===== config.mk =====
export PLATFORM = sky130hd
export DESIGN_NAME = adc_avg_mon_flat
export DESIGN_NICKNAME = d
export VERILOG_FILES = /design/src/rtl/adc_avg_mon_pkg.sv /design/src/rtl/adc_avg_mon_if.sv /design/src/rtl/sync_edge.sv /design/src/rtl/adc_avg_mon.sv /design/src/flat_wrapper.sv
export SDC_FILE = /design/constraint.sdc
export NUM_CORES = 1
export LEC_CHECK = 0
export ABC_CLOCK_PERIOD_IN_PS = 4300
export CAP_MARGIN = 40
export CORE_ASPECT_RATIO = 0.8
export CORE_MARGIN = 2
export CORE_UTILIZATION = 30
export CTS_BUF_LIST = sky130_fd_sc_hd__clkbuf_8
export DETAILED_ROUTE_END_ITERATION = 7
export PLACE_DENSITY_LB_ADDON = 0.05
export SYNTH_ARGS = -nofsm -noshare
export SYNTH_HDL_FRONTEND = slang
export SYNTH_SLANG_ARGS = --single-unit

===== constraint.sdc =====
create_clock -name clk -period 4.3 [get_ports clk]
set_input_delay 0.86 -clock clk [delete_from_list [all_inputs] [get_ports clk]]
set_output_delay 0.86 -clock clk [all_outputs]
set_load 0.01 [all_outputs]

===== src/rtl/adc_avg_mon_pkg.sv =====
// Shared constants and helpers for the ADC averaging monitor and its CDC edge detector.
package adc_avg_mon_pkg;

  // FSM state encodings
  localparam logic [1:0] ST_WAIT    = 2'd0;
  localparam logic [1:0] ST_ACCUM   = 2'd1;
  localparam logic [1:0] ST_PUBLISH = 2'd2;

  // Synchroniser depth for asynchronous strobes
  localparam int unsigned SYNC_DEPTH = 2;

  // Violation counter width; covers FAULT_CNT up to 15
  localparam int unsigned FAULT_CW = 4;

  // Saturating increment for the violation counters
  function automatic logic [FAULT_CW-1:0] sat_inc(input logic [FAULT_CW-1:0] c,
                                                  input logic [FAULT_CW-1:0] lim);
    return (c >= lim) ? lim : c + FAULT_CW'(1);
  endfunction

endpackage


===== src/rtl/adc_avg_mon_if.sv =====
// Sample, limit and status bundle between the SPI ADC side and the averaging monitor.
interface adc_avg_mon_if #(
  parameter int unsigned ADC_WIDTH = 8
);
  logic                 vd_rdy;
  logic [ADC_WIDTH-1:0] vd;
  logic [ADC_WIDTH-1:0] ov_limit;
  logic [ADC_WIDTH-1:0] uv_limit;
  logic                 fault_clr;
  logic [ADC_WIDTH-1:0] avg;
  logic                 avg_valid;
  logic                 ov_fault;
  logic                 uv_fault;

  modport master (
    output vd_rdy, vd, ov_limit, uv_limit, fault_clr,
    input  avg, avg_valid, ov_fault, uv_fault
  );

  modport slave (
    input  vd_rdy, vd, ov_limit, uv_limit, fault_clr,
    output avg, avg_valid, ov_fault, uv_fault
  );
endinterface


===== src/rtl/sync_edge.sv =====
// Synchronises an asynchronous level and emits a 1-cycle pulse on its rising edge.
module sync_edge
  import adc_avg_mon_pkg::*;
(
  input  logic clk,
  input  logic n_rst,
  input  logic async_in,
  output logic rise_pulse
);

  logic [SYNC_DEPTH-1:0] sync_q;
  logic                  prev_q;

  // Synchroniser chain, previous-value flop and registered edge pulse
  always_ff @(posedge clk or negedge n_rst) begin
    if (!n_rst) begin
      sync_q     <= '0;
      prev_q     <= 1'b0;
      rise_pulse <= 1'b0;
    end else begin
      sync_q     <= {sync_q[SYNC_DEPTH-2:0], async_in};
      prev_q     <= sync_q[SYNC_DEPTH-1];
      rise_pulse <= sync_q[SYNC_DEPTH-1] & ~prev_q;
    end
  end

endmodule


===== src/rtl/adc_avg_mon.sv =====
// Box-car averager of ADC samples with sticky over/under-voltage fault detection.
module adc_avg_mon
  import adc_avg_mon_pkg::*;
#(
  parameter int unsigned ADC_WIDTH = 8,
  parameter int unsigned AVG_LOG2  = 2,
  parameter int unsigned FAULT_CNT = 3
) (
  input  logic          clk,
  input  logic          n_rst,
  adc_avg_mon_if.slave  bus
);

  localparam int unsigned SUM_W = ADC_WIDTH + AVG_LOG2;
  localparam int unsigned CNT_W = AVG_LOG2 + 1;
  localparam logic [CNT_W-1:0]    SAMPLES = CNT_W'(1 << AVG_LOG2);
  localparam logic [FAULT_CW-1:0] FC_MAX  = FAULT_CW'(FAULT_CNT);

  logic                 samp_stb;
  logic [1:0]           state_q, state_d;
  logic [SUM_W-1:0]     acc_q, acc_d;
  logic [CNT_W-1:0]     cnt_q, cnt_d;
  logic [ADC_WIDTH-1:0] avg_q, avg_d;
  logic                 avg_valid_q, avg_valid_d;
  logic [FAULT_CW-1:0]  ov_cnt_q, ov_cnt_d;
  logic [FAULT_CW-1:0]  uv_cnt_q, uv_cnt_d;
  logic                 ov_fault_q, ov_fault_d;
  logic                 uv_fault_q, uv_fault_d;

  logic [SUM_W-1:0]     sum_c;
  logic [CNT_W-1:0]     cnt_inc_c;
  logic [ADC_WIDTH-1:0] avg_new_c;
  logic                 publish_c;
  logic                 ov_set_c;
  logic                 uv_set_c;

  // Detect completed samples from the asynchronous ready line
  sync_edge u_sync (
    .clk        (clk),
    .n_rst      (n_rst),
    .async_in   (bus.vd_rdy),
    .rise_pulse (samp_stb)
  );

  // State and datapath registers
  always_ff @(posedge clk or negedge n_rst) begin
    if (!n_rst) begin
      state_q     <= ST_WAIT;
      acc_q       <= '0;
      cnt_q       <= '0;
      avg_q       <= '0;
      avg_valid_q <= 1'b0;
      ov_cnt_q    <= '0;
      uv_cnt_q    <= '0;
      ov_fault_q  <= 1'b0;
      uv_fault_q  <= 1'b0;
    end else begin
      state_q     <= state_d;
      acc_q       <= acc_d;
      cnt_q       <= cnt_d;
      avg_q       <= avg_d;
      avg_valid_q <= avg_valid_d;
      ov_cnt_q    <= ov_cnt_d;
      uv_cnt_q    <= uv_cnt_d;
      ov_fault_q  <= ov_fault_d;
      uv_fault_q  <= uv_fault_d;
    end
  end

  // Next-state, accumulation, publish and fault logic
  always_comb begin
    state_d     = state_q;
    acc_d       = acc_q;
    cnt_d       = cnt_q;
    avg_d       = avg_q;
    avg_valid_d = 1'b0;
    ov_cnt_d    = ov_cnt_q;
    uv_cnt_d    = uv_cnt_q;
    ov_fault_d  = ov_fault_q;
    uv_fault_d  = uv_fault_q;
    publish_c   = 1'b0;

    // A new window starts from the incoming sample alone
    sum_c     = (state_q == ST_ACCUM) ? acc_q + SUM_W'(bus.vd) : SUM_W'(bus.vd);
    cnt_inc_c = (state_q == ST_ACCUM) ? cnt_q + CNT_W'(1) : CNT_W'(1);
    avg_new_c = ADC_WIDTH'(sum_c >> AVG_LOG2);

    case (state_q)
      ST_WAIT, ST_ACCUM: begin
        if (samp_stb) begin
          acc_d = sum_c;
          cnt_d = cnt_inc_c;
          if (cnt_inc_c == SAMPLES) begin
            publish_c = 1'b1;
            state_d   = ST_PUBLISH;
          end else begin
            state_d   = ST_ACCUM;
          end
        end
      end
      ST_PUBLISH: state_d = ST_WAIT;
      default:    state_d = ST_WAIT;
    endcase

    // Average is registered on entry so avg_valid coincides with the PUBLISH cycle
    if (publish_c) begin
      avg_d       = avg_new_c;
      avg_valid_d = 1'b1;
      ov_cnt_d    = (avg_new_c > bus.ov_limit) ? sat_inc(ov_cnt_q, FC_MAX) : '0;
      uv_cnt_d    = (avg_new_c < bus.uv_limit) ? sat_inc(uv_cnt_q, FC_MAX) : '0;
    end

    // Faults latch only on a fresh average that left a counter at threshold
    ov_set_c = (state_q == ST_PUBLISH) && (ov_cnt_q == FC_MAX);
    uv_set_c = (state_q == ST_PUBLISH) && (uv_cnt_q == FC_MAX);

    if (bus.fault_clr) begin
      ov_cnt_d   = '0;
      uv_cnt_d   = '0;
      ov_fault_d = 1'b0;
      uv_fault_d = 1'b0;
    end
    if (ov_set_c) ov_fault_d = 1'b1;
    if (uv_set_c) uv_fault_d = 1'b1;
  end

  assign bus.avg       = avg_q;
  assign bus.avg_valid = avg_valid_q;
  assign bus.ov_fault  = ov_fault_q;
  assign bus.uv_fault  = uv_fault_q;

  // Sample spacing guarantees no capture can land in the single PUBLISH cycle
  a_no_stb_in_publish: assert property (@(posedge clk) disable iff (!n_rst)
    !(samp_stb && (state_q == ST_PUBLISH)));

endmodule


===== src/flat_wrapper.sv =====
// flat-port wrapper written by rule: the top's interface ports become plain ports
module adc_avg_mon_flat import adc_avg_mon_pkg::*;
#(
  parameter int unsigned ADC_WIDTH = 8,
  parameter int unsigned AVG_LOG2  = 2,
  parameter int unsigned FAULT_CNT = 3
)
  (clk, n_rst, bus_vd_rdy, bus_vd, bus_ov_limit, bus_uv_limit, bus_fault_clr, bus_avg, bus_avg_valid, bus_ov_fault, bus_uv_fault);
  adc_avg_mon_if #(.ADC_WIDTH(ADC_WIDTH)) bus_i ();
  input  logic clk;
  input  logic n_rst;
  input wire logic [$bits(bus_i.vd_rdy)-1:0] bus_vd_rdy;
  input wire logic [$bits(bus_i.vd)-1:0] bus_vd;
  input wire logic [$bits(bus_i.ov_limit)-1:0] bus_ov_limit;
  input wire logic [$bits(bus_i.uv_limit)-1:0] bus_uv_limit;
  input wire logic [$bits(bus_i.fault_clr)-1:0] bus_fault_clr;
  output wire logic [$bits(bus_i.avg)-1:0] bus_avg;
  output wire logic [$bits(bus_i.avg_valid)-1:0] bus_avg_valid;
  output wire logic [$bits(bus_i.ov_fault)-1:0] bus_ov_fault;
  output wire logic [$bits(bus_i.uv_fault)-1:0] bus_uv_fault;
  assign bus_i.vd_rdy = bus_vd_rdy;
  assign bus_i.vd = bus_vd;
  assign bus_i.ov_limit = bus_ov_limit;
  assign bus_i.uv_limit = bus_uv_limit;
  assign bus_i.fault_clr = bus_fault_clr;
  assign bus_avg = bus_i.avg;
  assign bus_avg_valid = bus_i.avg_valid;
  assign bus_ov_fault = bus_i.ov_fault;
  assign bus_uv_fault = bus_i.uv_fault;
  adc_avg_mon #(.ADC_WIDTH(ADC_WIDTH), .AVG_LOG2(AVG_LOG2), .FAULT_CNT(FAULT_CNT)) u_core (.clk(clk), .n_rst(n_rst), .bus(bus_i));
endmodule

==> metrics, run 1 <==
CTS buffer count=5; Residual DRC=0; Worst R2R Path Depth=14; f_max=252 MHz; startpoint types=input pin; CTS sink count=38; Layout area overhead=25.5%; #FFs+latches synth=38; core box area=7840 um2; Max-cap violations=0; Port Buffer Count=38; Rows=29; Final Hold Violating Endpoints=0; DR pass1 iterations=4; DRT iter0 DRCs=76; width of the chip=104 um; Avg WL per Cell=13.8 um; overall power=1890 uW; reg2reg end=u_core.ov_cnt_q[0]; clk slew on worst S/H paths=0.08 ns; critical setup path kind=in2reg; status=complete, no violations; Via-to-Cell Ratio=4.65; critical path arrival=4.14 ns; grt total ovfl=0; YS warnings=0; HP Start=u_core.u_sync.sync_q[0]; total track usage=0.135; post-cts resize count=0; vias in the first global route=1861; DR vias=1872; max-slew violations=0; initial antenna violation count=0; syn_nets=306; first-pass GRT wire length=9330 um; Synth Flop Type=dfrtp_1; Die H=84.0 um; Initial Util=0.306; Worst Clk Skew=0.00668 ns; CTS tree=done; Mapped Area=2400 um2; Crit. End Element=register; Crit path largest cell delay=0.48 ns; sequential share of the synthesized area=0.396; cell depth of the worst hold path=0; Root Driver=clkbuf_8; Min Hold Slack=0.374 ns; Worst Path Buf+Inv=2; fin crit period=3.96 ns; H-tree depth=2; Final HPWL DP=4350 um; worst-case clock buffer depth=2; post-CTS setup buffer count=0; fraction of registers with async set/reset=1.00; share of post-route cells with drive strength above 1=0.0915; Worst Path Required=4.47 ns; CP max-delay cell=clkdlybuf4s50_1; Routed Wire Length=5560 um; pwr dens=627 nW/um2; reg2reg start=u_core.acc_q[0]; family with the most delay on the worst path=compound AO/OA/AOI/OAI gates; Hold Path End=u_core.u_sync.sync_q[1]; final period utilization=0.922; final setup fails=0; EDFF count, synth=0; synthesized instance count=251; diode count=0; RSZ-0062 raised after global routing=no; Worst R2R Setup Slack=1.05 ns; actual slew at the worst max-slew pin=0.721 ns; Avg Inst Size Synth=9.57 um2; number of nets in the layout=349; Hold-fix buffers, CTS=0; count of unique library cells instantiated by Yosys=44; Slew headroom=0.519; pin count of the biggest net entering global routing=31; leakage=0.00140 uW; most used cell, CP=ha_1; Crit Path Max Fanout=3; post-route ant nets=0; Fin Setup TNS=0 ns; HP Class=reg2reg; worst-path cell chain=clkdlybuf4s50_1, ha_1, inv_1, fa_1, nor2b_1, o31ai_1, a32oi_1, xnor2_1, nor2_1, ha_1, nand2_1, o21ai_0, mux2i_1, a21o_1, a2111oi_2; DIE AREA=8740 um2; maximum VDD drop=0.235 mV; # IOs=39; Clock Latency Late Sink=0.29 ns; Final Wtd Congestion=0.776
logic make-up after synthesis:
| kind of cell | count (synthesis) | synth area share |
|---|---|---|
| muxes | 10 | 0.0448 |
| adders and majority gates | 27 | 0.144 |
| xor gates and xnor gates | 4 | 0.0146 |
| and+or+nand+nor | 82 | 0.181 |
| AOI/OAI and AO/OA | 58 | 0.159 |
| buffers and inverters | 32 | 0.0604 |
| DFF | 38 | 0.396 |
worst max-delay path by stage:
stage	from	to	slack, ns	cells after the start
finish	bus_vd[0]	u_core.ov_cnt_q[0]	0.34	15
global placement	bus_vd[0]	u_core.ov_cnt_q[0]	0.13	15
CTS	bus_vd[0]	u_core.ov_cnt_q[0]	0.32	15
floorplan	bus_vd[0]	u_core.ov_cnt_q[0]	0.89	14
global route	bus_vd[0]	u_core.ov_cnt_q[0]	0.006	15
detailed placement	bus_vd[0]	u_core.ov_cnt_q[0]	0.03	15
cells in the mapped netlist (all sizes together), types with 5 or more instances:
master | n | area (um2)
nor3 | 7 | 35.0
nand2 | 22 | 82.6
o21ai | 20 | 100
buf | 5 | 43.8
o21a | 6 | 45.0
a21oi | 10 | 50.1
nand3 | 9 | 45.0
inv | 23 | 86.3
dfrtp | 38 | 951
nor2b | 8 | 50.1
mux2 | 6 | 67.6
ha | 26 | 325
nor2 | 13 | 48.8
nand4 | 6 | 52.6
placed cells by master (no fill, tap or decap), types with 3 or more instances in the layout:
cell              n
nand2b_1          3
a31oi_1           3
nand2_1          22
o21ai_0          18
nor2_1           13
buf_4             6
mux2i_1           4
nor2b_1           8
o41ai_1           3
nand3_1           9
clkdlybuf4s50_1  37
o21a_1            6
a21oi_1          10
ha_1             26
dfrtp_1          38
nor3_1            7
nand3b_1          4
a21o_1            4
mux2_2            6
nand4_1           5
inv_1            22
o31ai_1           3
clkbuf_8          6
and2_1            4
cell type report:
type / instances / area (um2)
clock buffer: 6 / 82.6
clock inverter: 2 / 12.5
fill: 843 / 4820
inverter: 23 / 86.3
multi-input combinational: 181 / 1310
sequential: 38 / 951
tap: 108 / 135
timing repair buffer: 45 / 440
registers in the layout, summed over array words and instances, names as in the netlist, 2 cells and up:
name                  count
u_core.cnt_q              3
u_core.ov_cnt_q           4
u_core.state_q            2
u_core.u_sync.sync_q      2
u_core.acc_q             10
u_core.bus.avg            8
u_core.uv_cnt_q           4
metrics by stage:
step                      setup WS (ns)   util  area [um2]  std cells
final                             0.337  0.384        3010        403
after global routing            0.00568  0.384        3010        403
after CTS                         0.319  0.384        3010        403
after detailed placement         0.0305  0.372        2920        395
after global placement            0.129  0.369        2890        393
after floorplan                   0.889      -        2400        251
routing by layer:
layer	vias to the layer above	GRT usage	share of wire	wire, um
met4	0	0.0356	0.0076	42
li1	982	-	-	-
met5	-	0	0	0
met2	29	0.203	0.42	2310
met1	856	0.198	0.55	3060
met3	5	0.0273	0.025	140
power by group:
group | leakage (uW) | switching, uW | internal (uW)
logic | 0.000880 | 576 | 511
clock network | 0.0000472 | 132 | 129
registers | 0.000478 | 75.7 | 464
total | 0.00140 | 784 | 1100
No activity file was read; power rests on OpenSTA's default activity.
==> inputs of run 2 (changes only) <==
==> constraint.sdc (replaced) <==
create_clock -name clk -period 4.3 [get_ports clk]
set_input_delay 0.86 -clock clk [delete_from_list [all_inputs] [get_ports clk]]
set_output_delay 0.86 -clock clk [all_outputs]
set_load 0.02 [all_outputs]
==> results of run 2 <==
The final DEF is identical to that of run 1. Status: complete, no violations.
Main changes from that run: total power 1890 uW -> 1920 uW
==> inputs of run 3 (changes only) <==
- SLEW_MARGIN: not set -> 20
==> run 3 against run 2 <==
Via count is 1.8% lower; global-route usage down 0.17 points; critical path depth is the same; sequential share of layout area unchanged; setup slack worse by 0.0085 ns; critical endpoint unchanged.
==> metrics, run 3 (synthesis results as in run 1) <==
CTS sink count=38; Hold-fix buffers, CTS=0; first-pass GRT wire length=9190 um; post-cts resize count=0; DR pass1 iterations=4; pwr dens=635 nW/um2; Die H=84.0 um; DR vias=1839; status=complete, no violations; Hold Path End=u_core.u_sync.sync_q[1]; total track usage=0.134; most frequent cells in the layout=dfrtp_1 (38), clkdlybuf4s50_1 (37), ha_1 (26), inv_1 (22), nand2_1 (22); worst-case clock buffer depth=2; Final HPWL DP=4340 um; Residual DRC=0; Finished Cell Area=3010 um2; fin crit period=3.97 ns; reg2reg start=u_core.acc_q[0]; largest register by flop count=u_core.acc_q; Avg WL per Cell=13.6 um; Post-Place Cells=395; Worst Path Required=4.48 ns; reg2reg end=u_core.ov_cnt_q[0]; Final Wtd Congestion=0.776; number of nets in the layout=349; pin count of the biggest net entering global routing=30; Clock Latency Late Sink=0.29 ns; final setup fails=0; Rows=29; leakage=0.00140 uW; Slew headroom=0.518; Final Hold Violating Endpoints=0; NetSw=811 uW; core box area=7840 um2; Layout area overhead=25.5%; Comb pwr share=0.580; RSZ-0062 raised after global routing=no; sequential power share=0.282; Crit. End Element=register; Initial Util=0.306; CTS buffer count=5; Sw Ratio=0.423; diode count=0; Post-Place Cell Area=2920 um2; Port Buffer Count=38; maximum VDD drop=0.243 mV; Via-to-Cell Ratio=4.56; width of the chip=104 um; Crit Path Max Fanout=3; Min Hold Slack=0.372 ns; CTS tree=done; final period utilization=0.924; Worst R2R Setup Slack=1.03 ns; vias in the first global route=1795; HP Class=reg2reg; Max-cap violations=0; f_max=252 MHz; Int Power=1100 uW; critical setup path kind=in2reg; Clock power frac=0.138; post-CTS setup buffer count=0; DIE AREA=8740 um2; Worst Clk Skew=0.00524 ns; initial antenna violation count=0; commonest non-fill, non-tap cell in the layout=dfrtp_1; Root Driver=clkbuf_8; post-route ant nets=0; critical path arrival=4.15 ns; H-tree depth=2; Worst R2R Path Depth=14; actual slew at the worst max-slew pin=0.724 ns; Fill cells=831; Largest register FFs=10; Fin Setup TNS=0 ns; share of post-route cells with drive strength above 1=0.0915; fin cells=403; cell depth of the worst hold path=0; DRT iter0 DRCs=62; Routed Wire Length=5470 um; # IOs=39; HP Start=u_core.u_sync.sync_q[0]; grt total ovfl=0; max-slew violations=0; clk slew on worst S/H paths=0.08 ns; startpoint types=input pin
[run 3: cell counts in the layout (fill, tap and decap cells not counted)]
Identical to the previous run, type by type.
[run 3: critical path, cell delays in order]
cell             delay [ns]
clkdlybuf4s50_1        0.48
ha_1                   0.17
inv_1                  0.06
fa_1                   0.40
nor2b_1                0.18
o31ai_1                0.13
a32oi_1                0.32
xnor2_1                0.18
nor2_1                 0.09
ha_1                   0.33
nand2_1                0.05
o21ai_0                0.24
mux2i_1                0.12
a21o_1                 0.20
a2111oi_2              0.35
[run 3: metal layers]
metal | up-vias | part of all wire | routed length (um) | global-route usage
met5 | - | 0 | 0 | 0
met4 | 0 | 0.0086 | 47 | 0.0295
met3 | 5 | 0.033 | 183 | 0.0273
met2 | 32 | 0.42 | 2300 | 0.200
met1 | 824 | 0.54 | 2940 | 0.198
li1 | 978 | - | - | -
[run 3: power by group through the flow]
stage               logic [uW]  registers (uW)  clock network [uW]
global placement          1120             550                   0
finish                    1110             540                 264
global route              1270             556                 294
detailed placement        1120             548                   0
floorplan                  735             576                   0
CTS                       1130             541                 276
[run 3: cell type report]
| cell class | count | area (um2) | area share |
|---|---|---|---|
| multi-input cells | 181 | 1310 | 0.433 |
| flip-flops and latches | 38 | 951 | 0.316 |
| clock buffers | 6 | 82.6 | 0.0274 |
| inverters | 23 | 86.3 | 0.0287 |
| well taps | 108 | 135 | 0.0449 |
| repair buffers | 45 | 440 | 0.146 |
| clock inverters | 2 | 12.5 | 0.00415 |
[run 3: metrics by stage]
stage / power [uW] / worst slack (ns) / util
detailed placement: 1670 / 0.0504 / 0.372
CTS: 1950 / 0.334 / 0.384
global route: 2120 / 0.00440 / 0.384
floorplan: 1310 / 0.889 / -
global placement: 1670 / 0.129 / 0.369
finish: 1910 / 0.329 / 0.384
[run 3: worst max-delay path by stage]
stage,startpoint,endpoint,depth (start not counted)
floorplan,bus_vd[0],u_core.ov_cnt_q[0],14
finish,bus_vd[0],u_core.ov_cnt_q[0],15
CTS,bus_vd[0],u_core.ov_cnt_q[0],15
detailed placement,bus_vd[0],u_core.ov_cnt_q[0],15
global placement,bus_vd[0],u_core.ov_cnt_q[0],15
global route,bus_vd[0],u_core.ov_cnt_q[0],15
